## src/rtl/io_input_pkg.sv

```systemverilog
// Shared I/O address map and defaults for the memory-mapped port blocks.
package io_input_pkg;

    // Output-port block addresses (addr[7:2]), kept here so both blocks share one map.
    localparam logic [5:0] ADDR_OUT0 = 6'b100000;
    localparam logic [5:0] ADDR_OUT1 = 6'b100001;
    localparam logic [5:0] ADDR_OUT2 = 6'b100010;
    localparam logic [5:0] ADDR_OUT3 = 6'b100011;

    // Input-port block addresses (addr[7:2]).
    localparam logic [5:0] ADDR_IN_PORT0  = 6'b110000;
    localparam logic [5:0] ADDR_IN_PORT1  = 6'b110001;
    localparam logic [5:0] ADDR_IN_PORT2  = 6'b110010;
    localparam logic [5:0] ADDR_IN_PORT3  = 6'b110011;
    localparam logic [5:0] ADDR_IN_FLAGS  = 6'b110100;
    localparam logic [5:0] ADDR_IN_STABLE = 6'b110101;

    localparam int DEBOUNCE_DEFAULT = 16;

endpackage

```

## src/rtl/io_input_if.sv

```systemverilog
// CPU-side load bus of the input-port block.
interface io_input_if;
    logic [31:0] addr;
    logic        read_io_enable;
    logic [31:0] dataout;
    logic        irq;

    modport master (output addr, output read_io_enable, input dataout, input irq);
    modport slave  (input addr, input read_io_enable, output dataout, output irq);
endinterface

```

## src/rtl/io_input_debounce.sv

```systemverilog
// One button bit: two-flop synchronizer, debounce counter and accepted level.
// rise is high in the cycle whose edge accepts a 0->1 change of stable.
module io_input_debounce #(
    parameter int DEBOUNCE_CYCLES = 16
) (
    input  logic clk,
    input  logic rst,
    input  logic raw,
    output logic stable,
    output logic rise
);
    localparam logic [15:0] LAST = 16'(DEBOUNCE_CYCLES - 1);

    logic        meta;
    logic        sync;
    logic [15:0] cnt;
    logic        accept;

    assign accept = (sync != stable) && (cnt == LAST);
    assign rise   = accept && sync;

    // Synchronize, then count consecutive cycles the level differs from stable.
    always_ff @(posedge clk or posedge rst) begin
        if (rst) begin
            meta   <= 1'b0;
            sync   <= 1'b0;
            cnt    <= '0;
            stable <= 1'b0;
        end else begin
            meta <= raw;
            sync <= meta;
            if (sync == stable) begin
                cnt <= '0;
            end else if (accept) begin
                stable <= sync;
                cnt    <= '0;
            end else begin
                cnt <= cnt + 16'd1;
            end
        end
    end
endmodule

```

## src/rtl/io_input.sv

```systemverilog
// Memory-mapped input-port block: synchronized data ports, debounced buttons,
// rising-edge flags with clear-on-read, and an irq while any flag is pending.
module io_input
    import io_input_pkg::*;
#(
    parameter int DEBOUNCE_CYCLES = DEBOUNCE_DEFAULT,
    parameter int NBTN            = 4
) (
    input  logic        io_clk,
    input  logic        clr,
    input  logic [31:0] in_port0,
    input  logic [31:0] in_port1,
    input  logic [31:0] in_port2,
    input  logic [31:0] in_port3,
    io_input_if.slave   bus
);
    logic [31:0]     p0_meta, p0_sync;
    logic [31:0]     p1_meta, p1_sync;
    logic [31:0]     p2_meta, p2_sync;
    logic [31:NBTN]  p3_meta, p3_sync;
    logic [NBTN-1:0] stable;
    logic [NBTN-1:0] rise;
    logic [NBTN-1:0] flag;
    logic [NBTN-1:0] flag_clr;
    logic [5:0]      sel;
    logic [31:0]     dout;
    logic            unused_addr;

    assign sel         = bus.addr[7:2];
    assign unused_addr = ^{bus.addr[31:8], bus.addr[1:0]};

    // Button bits get their own synchronizer inside each debounce slice.
    for (genvar b = 0; b < NBTN; b++) begin : g_btn
        io_input_debounce #(
            .DEBOUNCE_CYCLES(DEBOUNCE_CYCLES)
        ) u_debounce (
            .clk    (io_clk),
            .rst    (clr),
            .raw    (in_port3[b]),
            .stable (stable[b]),
            .rise   (rise[b])
        );
    end

    // Two-flop synchronizers for the plain data bits.
    always_ff @(posedge io_clk or posedge clr) begin
        if (clr) begin
            p0_meta <= '0;
            p0_sync <= '0;
            p1_meta <= '0;
            p1_sync <= '0;
            p2_meta <= '0;
            p2_sync <= '0;
            p3_meta <= '0;
            p3_sync <= '0;
        end else begin
            p0_meta <= in_port0;
            p0_sync <= p0_meta;
            p1_meta <= in_port1;
            p1_sync <= p1_meta;
            p2_meta <= in_port2;
            p2_sync <= p2_meta;
            p3_meta <= in_port3[31:NBTN];
            p3_sync <= p3_meta;
        end
    end

    // Only the flags visible in this read are cleared; a new rise still wins.
    assign flag_clr = (bus.read_io_enable && (sel == ADDR_IN_FLAGS)) ? flag : '0;

    // Edge flags: set on accepted rising edges, cleared by a flag read.
    always_ff @(posedge io_clk or posedge clr) begin
        if (clr) begin
            flag <= '0;
        end else begin
            flag <= (flag & ~flag_clr) | rise;
        end
    end

    // Read mux, independent of read_io_enable for single-cycle loads.
    always_comb begin
        dout = '0;
        case (sel)
            ADDR_IN_PORT0:  dout = p0_sync;
            ADDR_IN_PORT1:  dout = p1_sync;
            ADDR_IN_PORT2:  dout = p2_sync;
            ADDR_IN_PORT3:  dout = {p3_sync, stable};
            ADDR_IN_FLAGS:  dout = {{(32-NBTN){1'b0}}, flag};
            ADDR_IN_STABLE: dout = {{(32-NBTN){1'b0}}, stable};
            default:        dout = '0;
        endcase
    end

    assign bus.dataout = dout;
    assign bus.irq     = |flag;
endmodule
```

## src/flat_wrapper.sv

```systemverilog
// flat-port wrapper written by rule: the top's interface ports become plain ports
module io_input_flat import io_input_pkg::*;
#(
    parameter int DEBOUNCE_CYCLES = DEBOUNCE_DEFAULT,
    parameter int NBTN            = 4
)
  (io_clk, clr, in_port0, in_port1, in_port2, in_port3, bus_addr, bus_read_io_enable, bus_dataout, bus_irq);
  io_input_if bus_i ();
  input  logic io_clk;
  input  logic clr;
  input  logic [31:0] in_port0;
  input  logic [31:0] in_port1;
  input  logic [31:0] in_port2;
  input  logic [31:0] in_port3;
  input wire logic [$bits(bus_i.addr)-1:0] bus_addr;
  input wire logic [$bits(bus_i.read_io_enable)-1:0] bus_read_io_enable;
  output wire logic [$bits(bus_i.dataout)-1:0] bus_dataout;
  output wire logic [$bits(bus_i.irq)-1:0] bus_irq;
  assign bus_i.addr = bus_addr;
  assign bus_i.read_io_enable = bus_read_io_enable;
  assign bus_dataout = bus_i.dataout;
  assign bus_irq = bus_i.irq;
  io_input #(.DEBOUNCE_CYCLES(DEBOUNCE_CYCLES), .NBTN(NBTN)) u_core (.io_clk(io_clk), .clr(clr), .in_port0(in_port0), .in_port1(in_port1), .in_port2(in_port2), .in_port3(in_port3), .bus(bus_i));
endmodule
```

## config.mk

```make
export PLATFORM = sky130hd
export DESIGN_NAME = io_input_flat
export DESIGN_NICKNAME = d
export VERILOG_FILES = /design/src/rtl/io_input_pkg.sv /design/src/rtl/io_input_if.sv /design/src/rtl/io_input_debounce.sv /design/src/rtl/io_input.sv /design/src/flat_wrapper.sv
export SDC_FILE = /design/constraint.sdc
export NUM_CORES = 1
export LEC_CHECK = 0
export ABC_AREA = 1
export CORE_MARGIN = 1.5
export CORE_UTILIZATION = 30
export CTS_CLUSTER_DIAMETER = 30
export DETAILED_ROUTE_END_ITERATION = 6
export HOLD_SLACK_MARGIN = 0.12
export SLEW_MARGIN = 5
export SYNTH_ARGS = -nofsm -noshare
export SYNTH_HDL_FRONTEND = slang
export SYNTH_SLANG_ARGS = --single-unit
```

## constraint.sdc

```tcl
create_clock -name io_clk -period 26.1 [get_ports io_clk]
set_clock_uncertainty 0.15 [all_clocks]
set_input_delay 3.915 -clock io_clk [delete_from_list [all_inputs] [get_ports io_clk]]
set_output_delay 3.915 -clock io_clk [all_outputs]
set_load 0.005 [all_outputs]
```

==> run_results.csv, run 1 <==
group,metric,value,unit
route,vias,7865,
timing,drv_slew,0,
final_layout,final_util,43.0,%
route,routed_wirelength,25800,um
grt,grt_pass1_wl,41800,um
grt,overflow,0,
worst_setup_path,cp-start-kind,"input port",
worst_setup_path,ff2ff_setup_slack,24.33,ns
pwr,p_sw,319,uW
pwr,power_per_cell_area,90.4,nW/um2
final_layout,layout.nets,1434,
floorplan,dieArea,39400,um2
final_layout,multi_input_area,2870,um2
synthesis,syn_area,11500,um2
synthesis,synth_cell_types,22,
synthesis,synth_top_area_share,71.6,%
pwr,p_sw_share,21.8,%
synthesis,syn_area_per_cell,11.0,um2
cts,htreeDepth,3,
status,status,"complete, no violations",
pwr,clockPowerShare,59.8,%
final_layout,num-fill-cells,3572,
floorplan,rows,71,
pwr,power.internal,1140,uW
timing,setup_viol,0,
worst_setup_path,crit_family,"simple AND/OR/NAND/NOR gates",
cts,clockBufferDepth,3,
pwr,combinationalPowerShare,3.3,%
route,drtAntennaViolNets,0,
place,port_buffers,169,
synthesis,synthCells,1041,
route,drt-pass1-iter-count,5,
synthesis,synth_common_cells,"dfrtp_1, nand2_1, nor2_1",
timing,final.min_clock_period,10.84,ns
synthesis,ys_seq_area_share,71.6,%
worst_setup_path,cp.arrival,6.78,ns
place,dp_hpwl,16700,um
place,dp.cells,1706,
job,drv_cap,0,
worst_setup_path,path_cells,"clkdlybuf4s50_1 > nor2_4 > nand3_1 > nor2_1 > nor2_1 > nand3_1 > clkdlybuf4s50_1",
floorplan,fp.dieH,199,um
grt,grt_pass1_vias,8141,
place,gp_congestion,0.884,
synthesis,post-synth-top-count-cell,"dfrtp_1",
cts,cts_setup_buffers,0,
synthesis,ys_ff_latch,328,
cts,cts_hold_buf,0,
pwr,ir_drop,0.0000534,V
route,drc,0,
final_layout,layout-drive-gt1-share,10.3,%
timing,finalSetupTns,0,ns
worst_setup_path,crit_type,"input port to primary output",
worst_setup_path,rr_worst_depth,6,
route,drtIter0Drc,347,
worst_setup_path,cp_slowest_cell,"nor2_4",
floorplan,start_util,30.5,%
floorplan,core_area,37700,um2
worst_setup_path,end_kind,"primary output",
pwr,leakagePower,0.00712,uW
synthesis,synthFlopType,"dfrtp_1",
hold_path,min_from,"u_core.g_btn[1].u_debounce.meta",
hold_path,worstHoldPathType,"register to register",
cts,cts-root-buf,"clkbuf_16",
hold_path,min_path_cells,0,
timing,finalHoldViolations,0,
final_layout,instances_no_fill,1837,
worst_setup_path,reg2reg_from,"u_core.g_btn[3].u_debounce.cnt[0]",
worst_setup_path,r2r-end,"u_core.g_btn[3].u_debounce.cnt[12]",
grt,grt_max_degree,105,
pwr,p_seq_share,36.9,%
timing,period_share,41.5,%
final_layout,seqCellArea,8210,um2
synthesis,synth_nets,1208,
worst_setup_path,max_stage_delay,0.85,ns
route,wl_per_cell,14.0,um
grt,antenna_found_initial,2,
floorplan,pin_count,196,
cts,clock_sink_count,328,
synthesis,synth_area_leaders,"dfrtp_1, nand2_1, nand3_1, nor2_1, inv_1",
cts,cts_made_buffers,70,
final_layout,area_growth,41.2,%
floorplan,die_w,199,um
timing,rsz0062_at_grt,"false",
synthesis,yosys_warnings,0,
timing,max_slew_margin,29.9,%
cts,clk_latency,0.59,ns
timing,worst_slew_pin_slew,1.05,ns
worst_setup_path,required,22.03,ns
hold_path,whs_endpoint,"u_core.g_btn[1].u_debounce.sync",
grt,grt_util_all_layers,13.8,%
cts,tritoncts,"built",
worst_setup_path,path_buf_inv,2,
timing,fmax,0.0923,GHz
route,vias_per_cell,4.28,
cts,clk_pin_slew,0.04,ns
cts,cts_resized,0,
synthesis,async_reset_ff_share,100,%
worst_setup_path,path_max_fanout,31,
synthesis,yosysTopAreaCell,"dfrtp_1",
synthesis,synth_edf_count,0,
[per-layer routing]
layer  part of all wire [%]  up-vias  global-route usage (%)
met1                     42     3778                    16.4
met4                    3.2        0                    6.45
li1                       -     3807                       -
met3                    8.5       62                    5.63
met5                      0        -                       0
met2                     47      218                    22.0
[cell type report]
class                      count  share of cell area [%]
sequential                   328                    50.7
multi-input combinational    610                    17.7
clock buffer                  91                    12.1
timing repair buffer         174                    10.7
tap                          511                    3.95
clock inverter                38                    2.84
inverter                      83                    1.97
antenna                        2                  0.0309
[stage by stage]
step | total power (uW) | hold WS [ns] | setup slack (ns) | cell area, um2
final | 1460 | 0.187 | 15.26 | 16200
after global routing | 1520 | 0.190 | 15.09 | 16200
after CTS | 1490 | 0.189 | 15.23 | 16200
after detailed placement | 597 | 0.185 | 15.22 | 13800
after global placement | 597 | 0.182 | 15.23 | 13800
after floorplan | 565 | 0.181 | 12.95 | 11500
[logic make-up (layout without fill, tap and decap cells)]
| kind of cell | Yosys count | count (layout) | synth area share, % |
|---|---|---|---|
| buffers and inverters | 103 | 386 | 3.63 |
| flip-flops | 328 | 328 | 71.6 |
| XOR/XNOR | 29 | 29 | 2.48 |
| other | 0 | 2 | 0 |
| AND/OR/NAND/NOR | 553 | 553 | 20.7 |
| AO/OA/AOI/OAI | 24 | 24 | 1.16 |
| adder cells (fa/ha/maj) | 4 | 4 | 0.436 |
[power by group through the flow]
stage / sequential, uW / combinational (uW) / clock, uW
2_1_floorplan: 546 / 18.3 / 0
6_report: 540 / 48.0 / 875
4_1_cts: 540 / 49.6 / 896
3_3_place_gp: 548 / 48.9 / 0
3_5_place_dp: 548 / 49.3 / 0
5_1_grt: 542 / 53.9 / 924
[flip-flops by register name, indices dropped and copies added (netlist names)]
| register | count |
|---|---|
| u_core.p1_meta | 32 |
| u_core.g_btn.u_debounce.meta | 4 |
| u_core.p0_meta | 32 |
| u_core.g_btn.u_debounce.sync | 4 |
| u_core.p1_sync | 32 |
| u_core.flag | 4 |
| u_core.p3_sync | 28 |
| u_core.p2_sync | 32 |
| u_core.g_btn.u_debounce.cnt | 64 |
| u_core.g_btn.u_debounce.stable | 4 |
| u_core.p2_meta | 32 |
| u_core.p3_meta | 28 |
| u_core.p0_sync | 32 |
[placed cells by master, fill, tap and decap left out]
cell type        instances
a21oi_1                  3
buf_4                    5
bufinv_16                5
clkbuf_1                10
clkbuf_16               72
clkbuf_8                 9
clkdlybuf4s50_1        169
clkinv_16                1
clkinv_2                 6
clkinv_4                 7
clkinv_8                 2
clkinvlp_4               7
dfrtp_1                328
diode_2                  2
ha_1                     4
inv_1                   80
inv_16                   1
inv_2                    2
inv_6                    7
inv_8                    3
nand2_1                225
nand3_1                117
nand3b_1                 8
nand4_1                 44
nor2_1                 149
nor2_2                   1
nor2_4                   4
nor3_1                   5
o21ai_0                 14
o21ai_1                  2
o21bai_1                 5
xnor2_1                  6
xor2_1                  19
xor2_2                   4
[worst register-to-register path, delay by kind of cell, from the launching register on]
| family | cells | cell delay (ns) |
|---|---|---|
| adders and majority gates | 1 | 0.33 |
| and+or+nand+nor | 5 | 0.74 |
| DFF | 1 | 0.41 |
[how the worst max path moves through the flow]
stage | startpoint | end | slack, ns | depth (start not counted)
after floorplan | clr | u_core.flag[0] | 12.95 | 1
after global placement | bus_addr[2] | bus_dataout[0] | 15.23 | 7
after detailed placement | bus_addr[2] | bus_dataout[0] | 15.22 | 7
after CTS | bus_addr[2] | bus_dataout[0] | 15.23 | 7
after global routing | bus_addr[2] | bus_dataout[0] | 15.09 | 7
final | bus_addr[2] | bus_dataout[0] | 15.26 | 7
Note: power is estimated with default switching activity, not from simulation.
==> run 2, diff against run 1 <==
==> constraint.sdc (replaced) <==
create_clock -name io_clk -period 11.2 [get_ports io_clk]
set_clock_uncertainty 0.15 [all_clocks]
set_input_delay 1.68 -clock io_clk [delete_from_list [all_inputs] [get_ports io_clk]]
set_output_delay 1.68 -clock io_clk [all_outputs]
set_load 0.005 [all_outputs]
==> run_results.csv, run 2 (same netlist as run 1, synthesis figures left out) <==
group,metric,value,unit
status,status,"complete, no violations",
route,drtIter0Drc,303,
final_layout,layout-drive-gt1-share,10.8,%
place,gp_congestion,0.879,
cts,cts-root-buf,"clkbuf_16",
cts,cts_setup_buffers,0,
cts,clk_latency,0.58,ns
route,routed_wirelength,25500,um
pwr,power_per_cell_area,216,nW/um2
route,drc,0,
place,port_buffers,169,
grt,overflow,0,
floorplan,dieArea,39400,um2
grt,grt_pass1_wl,40700,um
final_layout,largest_register_ffs,64,
timing,max_slew_margin,26.7,%
floorplan,fp.dieH,199,um
route,drtAntennaViolNets,0,
route,vias_per_cell,4.26,
route,drt-pass1-iter-count,4,
route,wl_per_cell,13.9,um
timing,setup_viol,0,
place,dp_hpwl,16500,um
timing,fmax,0.158,GHz
worst_setup_path,cp-start-kind,"input port",
grt,grt_max_degree,105,
final_layout,final_common_cell,"dfrtp_1",
floorplan,rows,71,
pwr,leakagePower,0.00720,uW
timing,period_share,56.7,%
timing,worst_slew_pin_slew,1.10,ns
cts,cts_hold_buf,0,
cts,cts_resized,0,
cts,htreeDepth,3,
final_layout,layout.nets,1434,
worst_setup_path,path_max_fanout,31,
worst_setup_path,required,9.37,ns
timing,finalHoldViolations,0,
worst_setup_path,end_kind,"primary output",
final_layout,area_growth,42.6,%
route,vias,7829,
floorplan,core_area,37700,um2
timing,drv_slew,0,
timing,final.min_clock_period,6.35,ns
floorplan,start_util,30.5,%
grt,grt_pass1_vias,8068,
final_layout,final_cell_mix,"dfrtp_1, nand2_1, clkdlybuf4s50_1",
hold_path,worstHoldPathType,"register to register",
worst_setup_path,cp.arrival,4.52,ns
grt,grt_util_all_layers,13.6,%
cts,clock_sink_count,328,
job,drv_cap,0,
pwr,ir_drop,0.000140,V
timing,rsz0062_at_grt,"false",
grt,antenna_found_initial,4,
cts,clk_pin_slew,0.04,ns
final_layout,largest-register,"u_core.g_btn.u_debounce.cnt",
timing,finalSetupTns,0,ns
cts,clockBufferDepth,3,
worst_setup_path,ff2ff_setup_slack,9.42,ns
floorplan,pin_count,196,
worst_setup_path,crit_type,"input port to primary output",
cts,tritoncts,"built",
cts,cts_made_buffers,71,
final_layout,final_util,43.4,%
floorplan,die_w,199,um
## run 2: final cells by class
class | instances | area [um2]
Inverter | 83 | 319
Clock inverter | 46 | 667
Sequential cell | 328 | 8210
Antenna cell | 2 | 5.00
Multi-Input combinational cell | 610 | 2870
Fill cell | 3505 | 21300
Timing Repair Buffer | 173 | 1720
Clock buffer | 85 | 1930
Tap cell | 511 | 639
## run 2: power by group
part	switching (uW)	internal, uW
Combinational	55.8	55.4
Sequential	18.0	1240
Clock	720	1450
## run 2: stage by stage
step | cells | hold WS [ns] | area, um2 | setup WS (ns) | power (uW)
CTS | 1836 | 0.191 | 16400 | 4.80 | 3590
global route | 1837 | 0.192 | 16400 | 4.64 | 3680
global placement | 1705 | 0.182 | 13800 | 4.81 | 1390
detailed placement | 1705 | 0.185 | 13800 | 4.79 | 1390
floorplan | 1041 | 0.181 | 11500 | 0.287 | 1320
finish | 1838 | 0.189 | 16400 | 4.85 | 3540
## run 2: path summary, 6_finish.rpt
kind                       cells after the start                            endpoint                              start
setup / recovery                               7                      bus_dataout[0]                        bus_addr[2]
hold / removal                                 0                  u_core.p0_sync[27]                 u_core.p0_meta[27]
setup reg to reg                               7  u_core.g_btn[3].u_debounce.cnt[12]  u_core.g_btn[3].u_debounce.cnt[0]
hold reg to reg                                0                  u_core.p0_sync[27]                 u_core.p0_meta[27]
max in group asynchronous                      4                   u_core.p0_meta[0]                                clr
min in group asynchronous                      2   u_core.g_btn[2].u_debounce.cnt[0]                                clr
## run 2: worst max-delay path, stage by stage
cell	delay [ns]
clkdlybuf4s50_1	0.56
nor2_4	0.83
nand3_1	0.49
nor2_1	0.21
nor2_1	0.06
nand3_1	0.15
clkdlybuf4s50_1	0.53
## run 2: routing by layer
layer / wire length [um] / part of all wire [%] / GRT usage (%)
met2: 11700 / 46 / 21.1
met1: 10700 / 42 / 15.9
met4: 992 / 3.9 / 6.87
met3: 2170 / 8.5 / 5.92
met5: 12 / 0.047 / 0
==> run 3, diff against run 2 <==
==> constraint.sdc (replaced) <==
create_clock -name io_clk -period 5.8 [get_ports io_clk]
set_clock_uncertainty 0.15 [all_clocks]
set_input_delay 0.87 -clock io_clk [delete_from_list [all_inputs] [get_ports io_clk]]
set_output_delay 0.87 -clock io_clk [all_outputs]
set_load 0.005 [all_outputs]
==> run_results.csv, run 3 (same netlist as run 1, synthesis figures left out) <==
group,metric,value,unit
grt,antenna_found_initial,0,
grt,grt_pass1_wl,41900,um
final_layout,largest_register_ffs,64,
final_layout,multi_input_area,2870,um2
cts,cts_made_buffers,68,
worst_setup_path,required,4.78,ns
floorplan,die_w,199,um
timing,period_share,75.5,%
worst_setup_path,crit_type,"input port to primary output",
grt,grt_max_degree,114,
final_layout,antennaDiodeCount,0,
worst_setup_path,rr_worst_depth,6,
route,vias,7809,
final_layout,area_growth,40.8,%
timing,finalSetupTns,0,ns
final_layout,final_common_cell,"dfrtp_1",
worst_setup_path,cp.arrival,3.36,ns
floorplan,fp.dieH,199,um
place,port_buffers,169,
timing,setup_viol,0,
timing,final.min_clock_period,4.38,ns
hold_path,worstHoldPathType,"register to register",
pwr,power_per_cell_area,403,nW/um2
hold_path,min_path_cells,0,
final_layout,layout.nets,1434,
floorplan,rows,71,
grt,grt_util_all_layers,13.8,%
timing,finalHoldViolations,0,
route,drc,0,
final_layout,largest-register,"u_core.g_btn.u_debounce.cnt",
cts,htreeDepth,3,
timing,drv_slew,0,
worst_setup_path,ff2ff_setup_slack,4.06,ns
cts,clk_pin_slew,0.05,ns
final_layout,num-fill-cells,3580,
worst_setup_path,r2r-end,"u_core.g_btn[3].u_debounce.cnt[8]",
timing,fmax,0.228,GHz
status,status,"complete, no violations",
cts,tritoncts,"built",
hold_path,whs_endpoint,"u_core.p0_sync[16]",
route,drtIter0Drc,352,
cts,clk_latency,0.57,ns
pwr,p_total,6500,uW
final_layout,seqCellArea,8210,um2
timing,rsz0062_at_grt,"false",
floorplan,pin_count,196,
route,vias_per_cell,4.27,
cts,cts-root-buf,"clkbuf_16",
route,wl_per_cell,14.1,um
pwr,ir_drop,0.000300,V
place,dp_hpwl,16800,um
place,gp_congestion,0.859,
final_layout,layout-drive-gt1-share,10.3,%
cts,cts_hold_buf,0,
route,drt-pass1-iter-count,5,
grt,grt_pass1_vias,8290,
worst_setup_path,cp-start-kind,"input port",
final_layout,final_cell_mix,"dfrtp_1, nand2_1, clkdlybuf4s50_1",
floorplan,dieArea,39400,um2
timing,worst_slew_pin_slew,0.915,ns
worst_setup_path,reg2reg_from,"u_core.g_btn[3].u_debounce.cnt[0]",
pwr,leakagePower,0.00711,uW
floorplan,core_area,37700,um2
route,routed_wirelength,25700,um
worst_setup_path,end_kind,"primary output",
cts,cts_resized,0,
grt,overflow,0,
hold_path,min_from,"u_core.p0_meta[16]",
job,drv_cap,0,
cts,clockBufferDepth,3,
timing,max_slew_margin,38.8,%
worst_setup_path,path_max_fanout,28,
route,drtAntennaViolNets,0,
cts,cts_setup_buffers,0,
cts,clock_sink_count,328,
floorplan,start_util,30.5,%
-- run 3: stage by stage --
stage	setup slack [ns]	hold slack, ns	util [%]	std cells	area [um2]
floorplan	0.401	0.181	-	1041	11500
global placement	1.35	0.182	36.6	1708	13800
detailed placement	1.34	0.185	36.6	1708	13800
CTS	1.35	0.191	42.9	1829	16200
global route	1.18	0.194	42.9	1829	16200
finish	1.42	0.192	42.9	1829	16200
-- run 3: power by group --
part | leakage, uW | total, uW | internal, uW | switching [uW]
combinational | 0.00200 | 218 | 110 | 108
clock | 0.00114 | 3850 | 2550 | 1300
sequential | 0.00397 | 2430 | 2400 | 36.2
total | 0.00711 | 6500 | 5060 | 1450
-- run 3: worst max path at each step --
stage,from,end,slack (ns),cells past startpoint
2_1_floorplan,clr,u_core.flag[0],0.40,1
4_1_cts,bus_addr[6],bus_dataout[6],1.35,8
6_report,bus_addr[2],bus_dataout[24],1.42,8
3_3_place_gp,bus_addr[6],bus_dataout[24],1.35,8
5_1_grt,bus_addr[6],bus_dataout[6],1.18,8
3_5_place_dp,bus_addr[6],bus_dataout[22],1.34,8
-- run 3: per-layer routing --
| metal | global-route usage, % | wire (um) | vias up |
|---|---|---|---|
| met5 | 0 | 0 | - |
| li1 | - | - | 3800 |
| met2 | 22.2 | 12200 | 199 |
| met3 | 5.48 | 2020 | 45 |
| met4 | 6.03 | 647 | 0 |
| met1 | 16.4 | 10900 | 3765 |
-- run 3: layout make-up --
cell class                 instances  share of cell area [%]
tap                              511                    3.96
multi-input combinational        610                    17.8
inverter                          83                    1.95
clock inverter                    42                    3.33
timing repair buffer             176                    11.0
sequential                       328                    50.8
clock buffer                      79                    11.2
-- run 3: worst max-delay path, cell delays in order --
cell and delay (ns):
clkdlybuf4s50_1 0.66, nand2_1 0.09, nor2_1 0.09, nand2_1 0.23, inv_2 0.58, nand2_1 0.12, nand4_1 0.16, clkdlybuf4s50_1 0.54
